**src/rtl/serial_add_ctrl_pkg.sv**
```systemverilog
// Shared definitions for the bit-serial add/subtract controller:
// controller state encoding and the default operand width.
package serial_add_ctrl_pkg;

  localparam int DEFAULT_WIDTH = 8;

  typedef enum logic [1:0] {
    ST_IDLE = 2'b00,
    ST_RUN  = 2'b01,
    ST_DONE = 2'b10
  } state_e;

endpackage

```
**src/rtl/Full_Adder.sv**
```systemverilog
// Single-bit full-adder cell, shared by the bit-serial controller.
module Full_Adder (
  input  logic a,
  input  logic b,
  input  logic c,
  output logic s,
  output logic cout
);

  assign s    = a ^ b ^ c;
  assign cout = (a & b) | (c & (a ^ b));

endmodule

```
**src/rtl/serial_add_ctrl.sv**
```systemverilog
// Bit-serial add/subtract: one full-adder cell is stepped over WIDTH cycles,
// LSB first, with the result shifted into sum from the MSB end.
module serial_add_ctrl
  import serial_add_ctrl_pkg::*;
#(
  parameter int WIDTH = DEFAULT_WIDTH
) (
  input  logic             clk,
  input  logic             rst_n,
  input  logic             start,
  input  logic             sub,
  input  logic [WIDTH-1:0] a_in,
  input  logic [WIDTH-1:0] b_in,
  input  logic             cin,
  output logic             busy,
  output logic             done,
  output logic [WIDTH-1:0] sum,
  output logic             cout,
  output logic             ovf
);

  localparam int CW = $clog2(WIDTH);
  localparam logic [CW-1:0] LAST_BIT = CW'(WIDTH - 1);

  state_e           state_q, state_d;
  logic [CW-1:0]    cnt_q, cnt_d;
  logic [WIDTH-1:0] opa_q, opa_d;
  logic [WIDTH-1:0] opb_q, opb_d;
  logic [WIDTH-1:0] sum_q, sum_d;
  logic             carry_q, carry_d;
  logic             cout_q, cout_d;
  logic             ovf_q, ovf_d;

  logic             fa_s;
  logic             fa_cout;
  logic             accept;
  logic             last_bit;

  Full_Adder u_fa (
    .a    (opa_q[0]),
    .b    (opb_q[0]),
    .c    (carry_q),
    .s    (fa_s),
    .cout (fa_cout)
  );

  // Requests are only honoured outside RUN; a start mid-operation is dropped.
  assign accept   = start && (state_q != ST_RUN);
  assign last_bit = (cnt_q == LAST_BIT);

  always_comb begin
    state_d = state_q;
    cnt_d   = cnt_q;
    opa_d   = opa_q;
    opb_d   = opb_q;
    sum_d   = sum_q;
    carry_d = carry_q;
    cout_d  = cout_q;
    ovf_d   = ovf_q;

    case (state_q)
      ST_IDLE: if (start) state_d = ST_RUN;
      ST_RUN:  if (last_bit) state_d = ST_DONE;
      ST_DONE: state_d = start ? ST_RUN : ST_IDLE;
      default: state_d = ST_IDLE;
    endcase

    if (accept) begin
      // Subtraction is a + ~b + 1, so the borrow-free case shows as cout = 1.
      opa_d   = a_in;
      opb_d   = sub ? ~b_in : b_in;
      carry_d = sub | cin;
      cnt_d   = '0;
      sum_d   = '0;
      cout_d  = 1'b0;
      ovf_d   = 1'b0;
    end else if (state_q == ST_RUN) begin
      sum_d   = {fa_s, sum_q[WIDTH-1:1]};
      opa_d   = opa_q >> 1;
      opb_d   = opb_q >> 1;
      carry_d = fa_cout;
      cnt_d   = last_bit ? cnt_q : cnt_q + CW'(1);
      if (last_bit) begin
        // carry_q here is the carry into the MSB.
        cout_d = fa_cout;
        ovf_d  = carry_q ^ fa_cout;
      end
    end
  end

  always_ff @(posedge clk or negedge rst_n) begin
    if (!rst_n) begin
      state_q <= ST_IDLE;
      cnt_q   <= '0;
      opa_q   <= '0;
      opb_q   <= '0;
      sum_q   <= '0;
      carry_q <= 1'b0;
      cout_q  <= 1'b0;
      ovf_q   <= 1'b0;
    end else begin
      state_q <= state_d;
      cnt_q   <= cnt_d;
      opa_q   <= opa_d;
      opb_q   <= opb_d;
      sum_q   <= sum_d;
      carry_q <= carry_d;
      cout_q  <= cout_d;
      ovf_q   <= ovf_d;
    end
  end

  assign busy = (state_q == ST_RUN);
  assign done = (state_q == ST_DONE);
  assign sum  = sum_q;
  assign cout = cout_q;
  assign ovf  = ovf_q;

endmodule

```
**config.mk**
```make
export PLATFORM = sky130hd
export DESIGN_NAME = serial_add_ctrl
export DESIGN_NICKNAME = d
export VERILOG_FILES = /design/src/rtl/serial_add_ctrl_pkg.sv /design/src/rtl/Full_Adder.sv /design/src/rtl/serial_add_ctrl.sv
export SDC_FILE = /design/constraint.sdc
export NUM_CORES = 1
export LEC_CHECK = 0
export ABC_AREA = 1
export BUFFER_PORTS_ARGS = -buffer_cell sky130_fd_sc_hd__buf_2
export CORE_ASPECT_RATIO = 1.2
export CORE_MARGIN = 3
export CORE_UTILIZATION = 55
export CTS_BUF_LIST = sky130_fd_sc_hd__clkbuf_8
export DETAILED_ROUTE_END_ITERATION = 8
export PLACE_DENSITY = 0.8
export SKIP_CTS_REPAIR_TIMING = 1
export SLEW_MARGIN = 20
export SYNTH_ARGS = -nofsm -noshare
export SYNTH_HDL_FRONTEND = slang
export SYNTH_SLANG_ARGS = --single-unit
```
**constraint.sdc**
```tcl
create_clock -name clk -period 2.85 [get_ports clk]
set_input_delay 0.57 -clock clk [delete_from_list [all_inputs] [get_ports clk]]
set_output_delay 0.57 -clock clk [all_outputs]
set_load 0.03 [all_outputs]
```
# Word level (Yosys, flattened, before mapping)
# Cells that the tools add are included.
[totals] ff_bits=32 out_inout_bits=12 wordCells=53
[classes] add_sub_neg=1 n_eq_ne=7 muxes=22 bitwise_logic=8 reduce_logical=7
[ops] cell="8-bit two-way mux" n=7
[ops] cell="1-bit two-way mux" n=9
[ops] cell="3-bit two-way mux" n=3
[ops] cell="8-bit inverter" n=1
[ops] cell="2-bit one-hot mux with 3 select lines" n=1
[ops] cell="2-bit AND reduction" n=3
[ops] cell="2-bit two-way mux" n=2
[ops] cell="2-bit by 1-bit != test with 1-bit output, second input constant" n=2
[ops] cell="2-bit != test, second input constant" n=2
[ops] cell="2-bit nonzero test" n=2
[ops] cell="3-bit by 1-bit adder with 3-bit output, second input constant" n=1
[ops] cell="3-bit == test, second input constant" n=1
[ops] cell="1-bit XOR" n=3
[ops] cell="1-bit bitwise AND" n=2
[ops] cell="2-bit by 1-bit == test with 1-bit output, second input constant" n=1
[ops] cell="2-bit == test, second input constant" n=1
[ops] cell="2-bit zero test" n=1
[ops] cell="1-bit bitwise OR" n=2
[ops] cell="1-bit logical AND" n=1

# Logic depth before layout (Yosys ltp)
# Gate-level depths: netlist of run 1.
[depth] word_depth=7 mapped_depth=7 ltp_nobuf=7

# Modules after synthesis
# Synthesis of run 1 repeated with hierarchy kept, for this count alone.
[unflattened] hier_cells=188 hier_area_um2=1531.5
[modules_own_cells] mod="serial_add_ctrl" instances=1 cells_per_inst=187 area_each_um2=1511.4 seq_area_each_um2=800.8
[modules_own_cells] mod="Full_Adder" instances=1 cells_per_inst=1 area_each_um2=20.0 seq_area_each_um2=0.0

# Worst setup path after synthesis of run 1
# No wires, ideal clock.
[synth_timing] path_type="register -> output" from="register state_q[0]" to="output done" t_arrival_ns=0.901 setup_slack_ns=1.379 path_stages_with_launch=2 path_cell_list="dfrtp_1 -> nor2_1"
[synth_between] elab_chain_cells=1
[synth_lines] element="from (decl)" line_no="serial_add_ctrl.sv:25" source="state_e state_q, state_d;"
[synth_lines] element="from (signal assigned)" line_no="serial_add_ctrl.sv:102" source="state_q <= state_d;"
[synth_lines] element="2-bit == test" line_no="serial_add_ctrl.sv:114" source="assign done = (state_q == ST_DONE);"
[synth_lines] element="to (decl)" line_no="serial_add_ctrl.sv:16" source="output logic done,"
# Every way passes these cells.

# Worst setup path in the final report of run 1
[layout_timing] from="register state_q[0]" to="output busy"
[layout_between] elab_chain_cells=1
[layout_lines] element="2-bit by 1-bit == test with 1-bit output" line_no="serial_add_ctrl.sv:113" source="assign busy = (state_q == ST_RUN);"
[layout_lines] element="to (decl)" line_no="serial_add_ctrl.sv:15" source="output logic busy,"
# Every way passes these cells.

==> metrics.md, run 1 <==
| Metric | Value |
|---|---|
| Status | `completed` |
| Adder-cell share of the synthesized area | `0.02837` |
| Tot Pwr | `0.001983 W` |
| Global Route Usage Sum | `0.2111` |
| Total wire length | `between 3 and 4 mm` |
| Cell Pwr Density | `between 1000 and 1500 mW/mm^2` |
| Worst-path fanout max | `32` |
| Max VDD drop | `between 0.7 and 0.8 mV` |
| R2R Path End | `opa_q[2]$_DFFE_PN0P_` |
| Synthesized cell area | `0.001588 mm^2` |
| Unrepaired setup endpoints after global routing | `no` |
| Arrival @ worst endpoint | `1630 ps` |
| DR WL/cell | `12.08 um` |
| DRT iter0 DRCs | `25` |
| TritonCTS buffer count | `5` |
| Post-DP HPWL | `roughly 2.3 mm` |
| Layout overhead on the synthesized area | `16.15%` |
| Top-area cell type share of the netlist area | `0.5043` |
| Synth Instances | `192` |
| DRC | `0` |
| XOR/XNOR Fraction of Synth Area | `0.005516` |
| First-pass GRT wire length | `5.340 mm` |
| Syn. warnings | `0` |
| RR Startpoint | `state_q[0]$_DFFE_PN0P_` |
| FILL cells | `237` |
| Post-synthesis mux area share | `0` |
| Post-Synth Simple-Gate Area | `0.3105` |
| Die area | `0.003571 mm^2` |
| Worst R2R Setup Slack | `1430 ps` |
| Clock Power Share | `0.238` |
| Worst Setup Path Type | `flip-flop to output port` |
| Height of the die | `64.86 um` |
| Slew of the pin with the lowest slew margin | `692.1 ps` |
| Comb power frac | `0.385` |
| Clock Skews | `6.068 ps` |
| Startpoint Class | `flip-flop` |
| Synth area leaders | `dfrtp_1 (50%), nand2_1 (15%), nand3_1 (14%)` |
| TritonCTS clock tree | `yes` |
| Gpl congestion | `0.7836` |
| Post-synthesis sequential area ratio | `0.5043` |
| Syn avg cell area | `8.270 um^2` |
| Initial antenna violation count | `0` |
| Clock slew at reported path FFs | `roughly 70 ps` |
| Synthesis-stage register bit count | `32` |
| Switching power | `0.0007902 W` |
| Port-buffer cells | `32` |
| Initial cell density of the core | `0.5986` |
| Top routing layer used | `met4` |
| Row cnt | `20` |
| Antenna viol nets, final | `0` |
| Leakage Power | `1.032 nW` |
| Sink Count | `32` |
| Max-slew violation count | `0` |
| Sw Ratio | `0.3985` |
| FF/Latch Area | `between 800 and 900 um^2` |
| Grt ovf | `0` |
| Via count | `~1300` |
| Worst R2R Path Depth | `4` |
| Synth cell types | `17` |
| Clock Tree Buf Depth | `2` |
| Seq pwr share | `0.377` |
| Via/cell ratio | `5.179` |
| Die extent in x | `55.05 um` |
| Io pins | `33` |
| Metal2 WL | `about 1.6 mm` |
| Compound-cell area share of the yosys netlist | `0.04413` |
| Max Cap Viol | `0` |
| Initial DRT Pass Iterations | `4` |
| Fin Setup TNS | `0 ps` |
| Synth area leader | `dfrtp_1` |
| Crit end category | `output port` |
| Req. time, crit path | `2280 ps` |
| Post-route minimum period | `between 2000 and 2500 ps` |
| Highest Clock Rate | `roughly 460 MHz` |
| CORE AREA | `0.002653 mm^2` |
| Final period utilization | `0.7705` |
| Post-Syn Nets | `216` |
| Endpoints failing setup | `0` |
| Largest net degree at the start of global routing | `33` |
| Met3 wire len | `204 um` |
| Diode count | `0` |
| Slew Limit Headroom | `0.5386` |
| Int Pwr | `0.001193 W` |
| Min-delay worst type | `primary input to asynchronous set/reset pin` |
| Worst-Skew Late Latency | `290 ps` |
| Final nets | `247` |
| Met1 wire length | `around 1.3 mm` |
| Hold Fails Final Rpt | `0` |
| Clk root buf | `clkbuf_8` |
| H-tree depth | `2` |
| Area taken by multi-input logic gates | `616.8 um^2` |
| Largest family of logic cells by synthesized area | `simple AND/OR/NAND/NOR gates` |
| Vias in the first global route | `1301` |
| Share of cells above drive strength 1 | `0.2054` |
==> metal layers <==
metal | track usage | vias up
met1 | 0.2315 | 611
met2 | 0.3462 | 42
met5 | 0 | -
met3 | 0.08506 | 5
met4 | 0.09422 | 0
li1 | - | 673
==> how the worst max path moves through the flow <==
stage	end	slack, ps	start
global placement	busy	1000	state_q[0]$_DFFE_PN0P_
finish	busy	650	state_q[0]$_DFFE_PN0P_
floorplan	done	1380	state_q[0]$_DFFE_PN0P_
global route	busy	530	state_q[0]$_DFFE_PN0P_
detailed placement	busy	970	state_q[0]$_DFFE_PN0P_
CTS	busy	640	state_q[0]$_DFFE_PN0P_
==> critical path, cell delays in order (launching register included) <==
cell	delay (ps)
dfrtp_1	480
nand2_4	320
clkinv_2	290
buf_2	260
==> cell families after synthesis <==
| logic type | count (synthesis) |
|---|---|
| AND/OR/NAND/NOR | 112 |
| flip-flops | 32 |
| buffers and inverters | 34 |
| XOR/XNOR | 1 |
| AO/OA/AOI/OAI | 10 |
| adder cells (fa/ha/maj) | 3 |
==> flip-flops by register name, indices dropped and copies added (netlist names) <==
register and flops:
cnt_q 3, carry_q 1, opa_q 8, cout 1
ovf 1, sum 8, state_q 2, opb_q 8
==> stage by stage <==
stage          hold WS [ps]  utilization  cell area, um^2  instances  setup WS, ps
2_1_floorplan         274.4            -             1588        192          1379
3_3_place_gp          481.2       0.6476             1718        249          1005
3_5_place_dp          488.4       0.6476             1718        249         966.4
4_1_cts               336.4       0.6953             1844        257         640.8
5_1_grt               369.1       0.6953             1844        257         528.9
6_report              319.3       0.6953             1844        257         654.1
==> power by group through the flow <==
stage | Clock [W] | Sequential, W | Combinational (W)
after floorplan | 0 | 0.000850 | 0.000522
after global placement | 0 | 0.000746 | 0.000737
after detailed placement | 0 | 0.000756 | 0.000766
after CTS | 0.000487 | 0.000749 | 0.000771
after global routing | 0.000509 | 0.000773 | 0.000853
final | 0.000472 | 0.000748 | 0.000763
==> cell usage after synthesis, drive strengths merged <==
| master | count |
|---|---|
| o22ai | 7 |
| nor2 | 1 |
| a21oi | 1 |
| nand2 | 66 |
| or2 | 1 |
| dfrtp | 32 |
| xor2 | 1 |
| fa | 1 |
| clkinv | 1 |
| inv | 25 |
| buf | 8 |
| o21ai | 2 |
| nand3 | 44 |
| ha | 2 |
==> cell usage in the layout (no fill, tap or decap) <==
cell type  count
or2_2          1
xor2_1         1
inv_2          1
nor2_1         1
a21oi_4        1
fa_1           1
bufinv_16      1
buf_2         32
dfrtp_1       32
clkbuf_8       7
ha_1           2
nand2_4        2
nand3_1       44
o22ai_1        7
nand2_1       64
inv_1         24
o21ai_0        2
clkinv_2       1
==> cell type report <==
cell class | count | area share
flip-flops and latches | 32 | 0.4342
inverters | 26 | 0.05360
repair buffers | 32 | 0.08684
clock buffers | 7 | 0.05224
multi-input cells | 126 | 0.3345
clock inverters | 1 | 0.01628
well taps | 33 | 0.02239
(Power assumes the default switching activity.)
==> run 2, diff against run 1 <==
==> constraint.sdc (replaced) <==
create_clock -name clk -period 2.1 [get_ports clk]
set_input_delay 0.42 -clock clk [delete_from_list [all_inputs] [get_ports clk]]
set_output_delay 0.42 -clock clk [all_outputs]
set_load 0.03 [all_outputs]
==> metrics.md, run 2 (same netlist as run 1, synthesis figures left out) <==
| Metric | Value |
|---|---|
| Global Route Usage Sum | `0.2312 (+0.02010)` |
| Initial cell density of the core | `0.5986 (unchanged)` |
| Gr busiest metal | `met2` |
| Min-delay worst type | `primary input to asynchronous set/reset pin` |
| Status | `completed` |
| Fin Setup TNS | `0 ps (unchanged)` |
| GR Util met1 | `0.2620 (+0.03058)` |
| Clock slew at reported path FFs | `60 ps (about the same)` |
| Layout overhead on the synthesized area | `14.74%` |
| Sink Count | `32 (unchanged)` |
| Port-buffer cells | `32 (unchanged)` |
| TritonCTS clock tree | `yes` |
| Clock Skews | `5.187 ps (-0.8816 ps)` |
| First-pass GRT wire length | `5.899 mm (+10%)` |
| Highest Clock Rate | `553.1 MHz` |
| Cell Pwr Density | `1422 mW/mm^2 (+32%)` |
| DR WL/cell | `12.69 um (+5.1%)` |
| Share of cells above drive strength 1 | `0.2054 (unchanged)` |
| Initial DRT Pass Iterations | `4 (unchanged)` |
| Diode count | `0 (unchanged)` |
| Fin area | `0.001822 mm^2 (-1.2%)` |
| Max Cap Viol | `0 (unchanged)` |
| Initial antenna violation count | `0 (unchanged)` |
| Row cnt | `20 (unchanged)` |
| Via count | `1328 (-0.23%)` |
| Crit end category | `output port` |
| FILL cells | `242 (+2.1%)` |
| Global Route met2 Usage | `0.3669 (+0.02071)` |
| Post-route minimum period | `1808 ps` |
| Slew of the pin with the lowest slew margin | `703.9 ps (+11.82 ps)` |
| Worst-path fanout max | `32 (unchanged)` |
| Post-DP HPWL | `2.309 mm (+2.0%)` |
| Largest net degree at the start of global routing | `33 (unchanged)` |
| Via/cell ratio | `5.167 (-0.23%)` |
| Final period utilization | `0.8610` |
| DRT iter0 DRCs | `73 (+190%)` |
| Clk root buf | `clkbuf_8` |
| CORE AREA | `0.002653 mm^2 (unchanged)` |
| H-tree depth | `2 (unchanged)` |
| Max-slew violation count | `0 (unchanged)` |
| Height of the die | `64.86 um (unchanged)` |
| Gpl congestion | `0.7637 (-2.5%)` |
| Commonest non-fill, non-tap cells in the layout | `nand2_1 (64), nand3_1 (44), dfrtp_1 (32), buf_2 (32), inv_1 (24)` |
| TritonCTS buffer count | `5 (unchanged)` |
| Antenna viol nets, final | `0 (unchanged)` |
| Final nets | `248 (+0.40%)` |
| Req. time, crit path | `1680 ps (-600 ps)` |
| Die extent in x | `55.05 um (unchanged)` |
| Worst-Skew Late Latency | `290 ps (about the same)` |
| Endpoints failing setup | `0 (unchanged)` |
| Slew Limit Headroom | `0.5307 (-0.007882)` |
| Total wire length | `3.262 mm (+5.1%)` |
| Arrival @ worst endpoint | `1390 ps (-240 ps)` |
| GR Util met3 | `0.09425 (+0.009195)` |
| Most common cell after layout, fill and taps aside | `nand2_1` |
| Die area | `0.003571 mm^2 (unchanged)` |
| Unrepaired setup endpoints after global routing | `no` |
| Leakage Power | `1.023 nW (-0.92%)` |
| Startpoint Class | `flip-flop` |
| Hold Fails Final Rpt | `0 (unchanged)` |
| Clock Tree Buf Depth | `2 (unchanged)` |
| Max VDD drop | `0.8080 mV (+8.6%)` |
| Io pins | `33 (unchanged)` |
| Vias in the first global route | `1390 (+6.8%)` |
| Placed Area | `0.001725 mm^2 (+0.44%)` |
| DRC | `0 (unchanged)` |
| Grt ovf | `0 (unchanged)` |
| Worst Setup Path Type | `flip-flop to output port` |
-- run 2: layout make-up --
type | instances | area (um^2) | share of cell area
multi-input cells | 126 | 616.8 | 0.3386
well taps | 33 | 41.29 | 0.02266
clock buffers | 7 | 96.34 | 0.05288
flip-flops and latches | 32 | 800.8 | 0.4396
inverters | 26 | 98.84 | 0.05426
repair buffers | 33 | 167.7 | 0.09203
-- run 2: per-stage QoR --
step | setup slack, ps | instances | power (W) | hold slack, ps | utilization
floorplan | 779.2 | 192 | 0.001862 | 124.4 | -
global placement | 626.8 | 250 | 0.002032 | 479.3 | 0.6505
detailed placement | 601.8 | 250 | 0.002084 | 489.1 | 0.6505
CTS | 293.8 | 257 | 0.002600 | 201.8 | 0.6868
global route | 170.5 | 257 | 0.002808 | 220.5 | 0.6868
finish | 292.0 | 257 | 0.002591 | 177.9 | 0.6868
-- run 2: power by group --
| group | switching (W) | internal [W] |
|---|---|---|
| clock network | 0.000224 | 0.000292 |
| logic | 0.000708 | 0.000347 |
| registers | 0.000153 | 0.000868 |
-- run 2: worst paths after layout --
kind / slack [ps] / endpoint / from / cells after the start
hold / removal: 180 / sum[7]$_DFFE_PN0P_ / rst_n / 1
min in group clk: 330 / opa_q[7]$_DFFE_PN0P_ / a_in[7] / 3
setup / recovery: 290 / busy / state_q[1]$_DFFE_PN0P_ / 4
max in group asynchronous: 1470 / opb_q[0]$_DFFE_PN0P_ / rst_n / 1
setup reg to reg: 710 / cnt_q[1]$_DFFE_PN0P_ / cnt_q[0]$_DFFE_PN0P_ / 7
hold reg to reg: 500 / cout$_DFFE_PN0P_ / cout$_DFFE_PN0P_ / 2
-- run 2: critical path: stages (launching register included) --
cell	delay [ps]
dfrtp_1	360
inv_1	190
nand2_4	250
clkinv_2	100
buf_2	190
-- run 2: metal layers --
layer | share of wire | routed length (um)
met2 | 0.52 | 1680
met1 | 0.42 | 1367
met3 | 0.050 | 162
met4 | 0.016 | 51
met5 | 0 | 0
==> run 3, diff against run 2 <==
--- a/config.mk
+++ b/config.mk
@@ -7,12 +7,10 @@
 export LEC_CHECK = 0
 export ABC_AREA = 1
 export BUFFER_PORTS_ARGS = -buffer_cell sky130_fd_sc_hd__buf_2
-export CORE_ASPECT_RATIO = 1.2
 export CORE_MARGIN = 3
-export CORE_UTILIZATION = 55
+export CORE_UTILIZATION = 40
 export CTS_BUF_LIST = sky130_fd_sc_hd__clkbuf_8
 export DETAILED_ROUTE_END_ITERATION = 8
-export PLACE_DENSITY = 0.8
 export SKIP_CTS_REPAIR_TIMING = 1
 export SLEW_MARGIN = 20
 export SYNTH_ARGS = -nofsm -noshare
==> metrics.md, run 3 (same netlist as run 1, synthesis figures left out) <==
| Metric | Value |
|---|---|
| Placed Instances | `265 (+6.0%)` |
| Largest net degree at the start of global routing | `33 (unchanged)` |
| Max Cap Viol | `0 (unchanged)` |
| Slew of the pin with the lowest slew margin | `702.0 ps (-1.895 ps)` |
| TritonCTS clock tree | `yes` |
| Slew Limit Headroom | `0.5320 (+0.001263)` |
| DR WL/cell | `11.26 um (-11%)` |
| Cell Pwr Density | `1384 mW/mm^2 (-2.7%)` |
| Max VDD drop | `0.4548 mV (-44%)` |
| Port-buffer cells | `32 (unchanged)` |
| Diode count | `0 (unchanged)` |
| Share of cells above drive strength 1 | `0.2054 (unchanged)` |
| Clock slew at reported path FFs | `70 ps (about the same)` |
| Final Non-Filler Cells | `272 (+5.8%)` |
| Total wire length | `3.062 mm (-6.1%)` |
| DRC | `0 (unchanged)` |
| Leakage Power | `1.023 nW (about the same)` |
| Layout overhead on the synthesized area | `15.92%` |
| Status | `completed` |
| Highest Clock Rate | `571.3 MHz (+3.3%)` |
| Post-DP HPWL | `2.083 mm (-9.8%)` |
| Grt ovf | `0 (unchanged)` |
| Max-slew violation count | `0 (unchanged)` |
| Antenna viol nets, final | `0 (unchanged)` |
| Worst R2R Path Depth | `4 (-3)` |
| Clk root buf | `clkbuf_8` |
| Die extent in x | `69.01 um (+25%)` |
| DRT iter0 DRCs | `38 (-48%)` |
| Post-route minimum period | `1750 ps (-57.57 ps)` |
| Global Route Usage Sum | `0.1407 (-0.09053)` |
| Most common cell after layout, fill and taps aside | `nand2_1` |
| Via/cell ratio | `4.754 (-8.0%)` |
| Arrival @ worst endpoint | `1330 ps (-60 ps)` |
| Fin Setup TNS | `0 ps (unchanged)` |
| TritonCTS buffer count | `5 (unchanged)` |
| H-tree depth | `2 (unchanged)` |
| First-pass GRT wire length | `5.423 mm (-8.1%)` |
| Tot Pwr | `0.002548 W (-1.7%)` |
| Initial antenna violation count | `0 (unchanged)` |
| Initial DRT Pass Iterations | `4 (unchanged)` |
| Unrepaired setup endpoints after global routing | `no` |
| Worst-Skew Late Latency | `280 ps (about the same)` |
| Clock Skews | `4.464 ps (-0.7228 ps)` |
| Via count | `1293 (-2.6%)` |
| Worst R2R Setup Slack | `690 ps (-20 ps)` |
| Hold Fails Final Rpt | `0 (unchanged)` |
| Io pins | `33 (unchanged)` |
| Sink Count | `32 (unchanged)` |
| Crit end category | `output port` |
| FILL cells | `398 (+64%)` |
| RR Startpoint | `state_q[0]$_DFFE_PN0P_` |
| Worst-path fanout max | `16 (-50%)` |
| Vias in the first global route | `1218 (-12%)` |
| Commonest non-fill, non-tap cells in the layout | `nand2_1 (64), nand3_1 (44), dfrtp_1 (32), buf_2 (32), inv_1 (24)` |
| Endpoints failing setup | `0 (unchanged)` |
| Clock Tree Buf Depth | `2 (unchanged)` |
| CORE AREA | `0.003744 mm^2 (+41%)` |
| Final period utilization | `0.8335 (-0.02741)` |
| Height of the die | `69.01 um (+6.4%)` |
| Gpl congestion | `0.7365 (-3.6%)` |
| Row cnt | `22 (+10%)` |
| Die area | `0.004762 mm^2 (+33%)` |
| Min-delay worst type | `primary input to asynchronous set/reset pin` |
| Req. time, crit path | `1680 ps (about the same)` |
| R2R Path End | `sum[1]$_DFFE_PN0P_` |
| Worst Setup Path Type | `flip-flop to output port` |
| Final nets | `248 (unchanged)` |
| Startpoint Class | `flip-flop` |
| Initial cell density of the core | `0.4241 (-0.1745)` |
-- run 3: cell counts in the layout (fill, tap and decap cells not counted) --
Identical to the previous run, type by type.
-- run 3: report_power, final --
group	switching, W	internal, W
Clock	0.000214	0.000292
Sequential	0.000139	0.000867
Combinational	0.000691	0.000344
Total	0.00104	0.00150
-- run 3: how the worst max path moves through the flow --
stage | depth (start not counted) | slack, ps | from | endpoint
after detailed placement | 4 | 660 | state_q[1]$_DFFE_PN0P_ | busy
after global placement | 5 | 680 | start | opa_q[5]$_DFFE_PN0P_
after global routing | 4 | 290 | state_q[1]$_DFFE_PN0P_ | busy
final | 4 | 350 | state_q[1]$_DFFE_PN0P_ | busy
after CTS | 4 | 340 | state_q[1]$_DFFE_PN0P_ | busy
after floorplan | 1 | 780 | state_q[0]$_DFFE_PN0P_ | done
-- run 3: area by class of cell --
type | count | area [um^2] | share of cell area
clock buffer | 7 | 96.34 | 0.05235
tap | 48 | 60.06 | 0.03263
multi-input combinational | 126 | 616.8 | 0.3351
sequential | 32 | 800.8 | 0.4351
inverter | 26 | 98.84 | 0.05370
timing repair buffer | 33 | 167.7 | 0.09109
-- run 3: routing by layer --
layer	vias to the layer above	track usage	part of all wire	wire (um)
met3	4	0.05248	0.048	148
met1	588	0.1853	0.49	1511
met5	-	0	0	0
met4	0	0.05857	0.015	45
met2	27	0.2076	0.44	1355
li1	674	-	-	-
-- run 3: critical path, stage by stage (launching register included) --
cell and delay (ps):
dfrtp_1 360, inv_1 200, nand2_4 70, clkinv_2 180, buf_2 240
-- run 3: per-stage QoR --
stage	setup WS (ps)	cell area, um^2	hold WS (ps)	utilization
after floorplan	779.2	1588	124.4	-
after global placement	684.8	1744	477.6	0.4659
after detailed placement	662.3	1744	477.3	0.4659
after CTS	343.5	1841	205.2	0.4916
after global routing	287.1	1841	236.8	0.4916
final	349.6	1841	185.0	0.4916
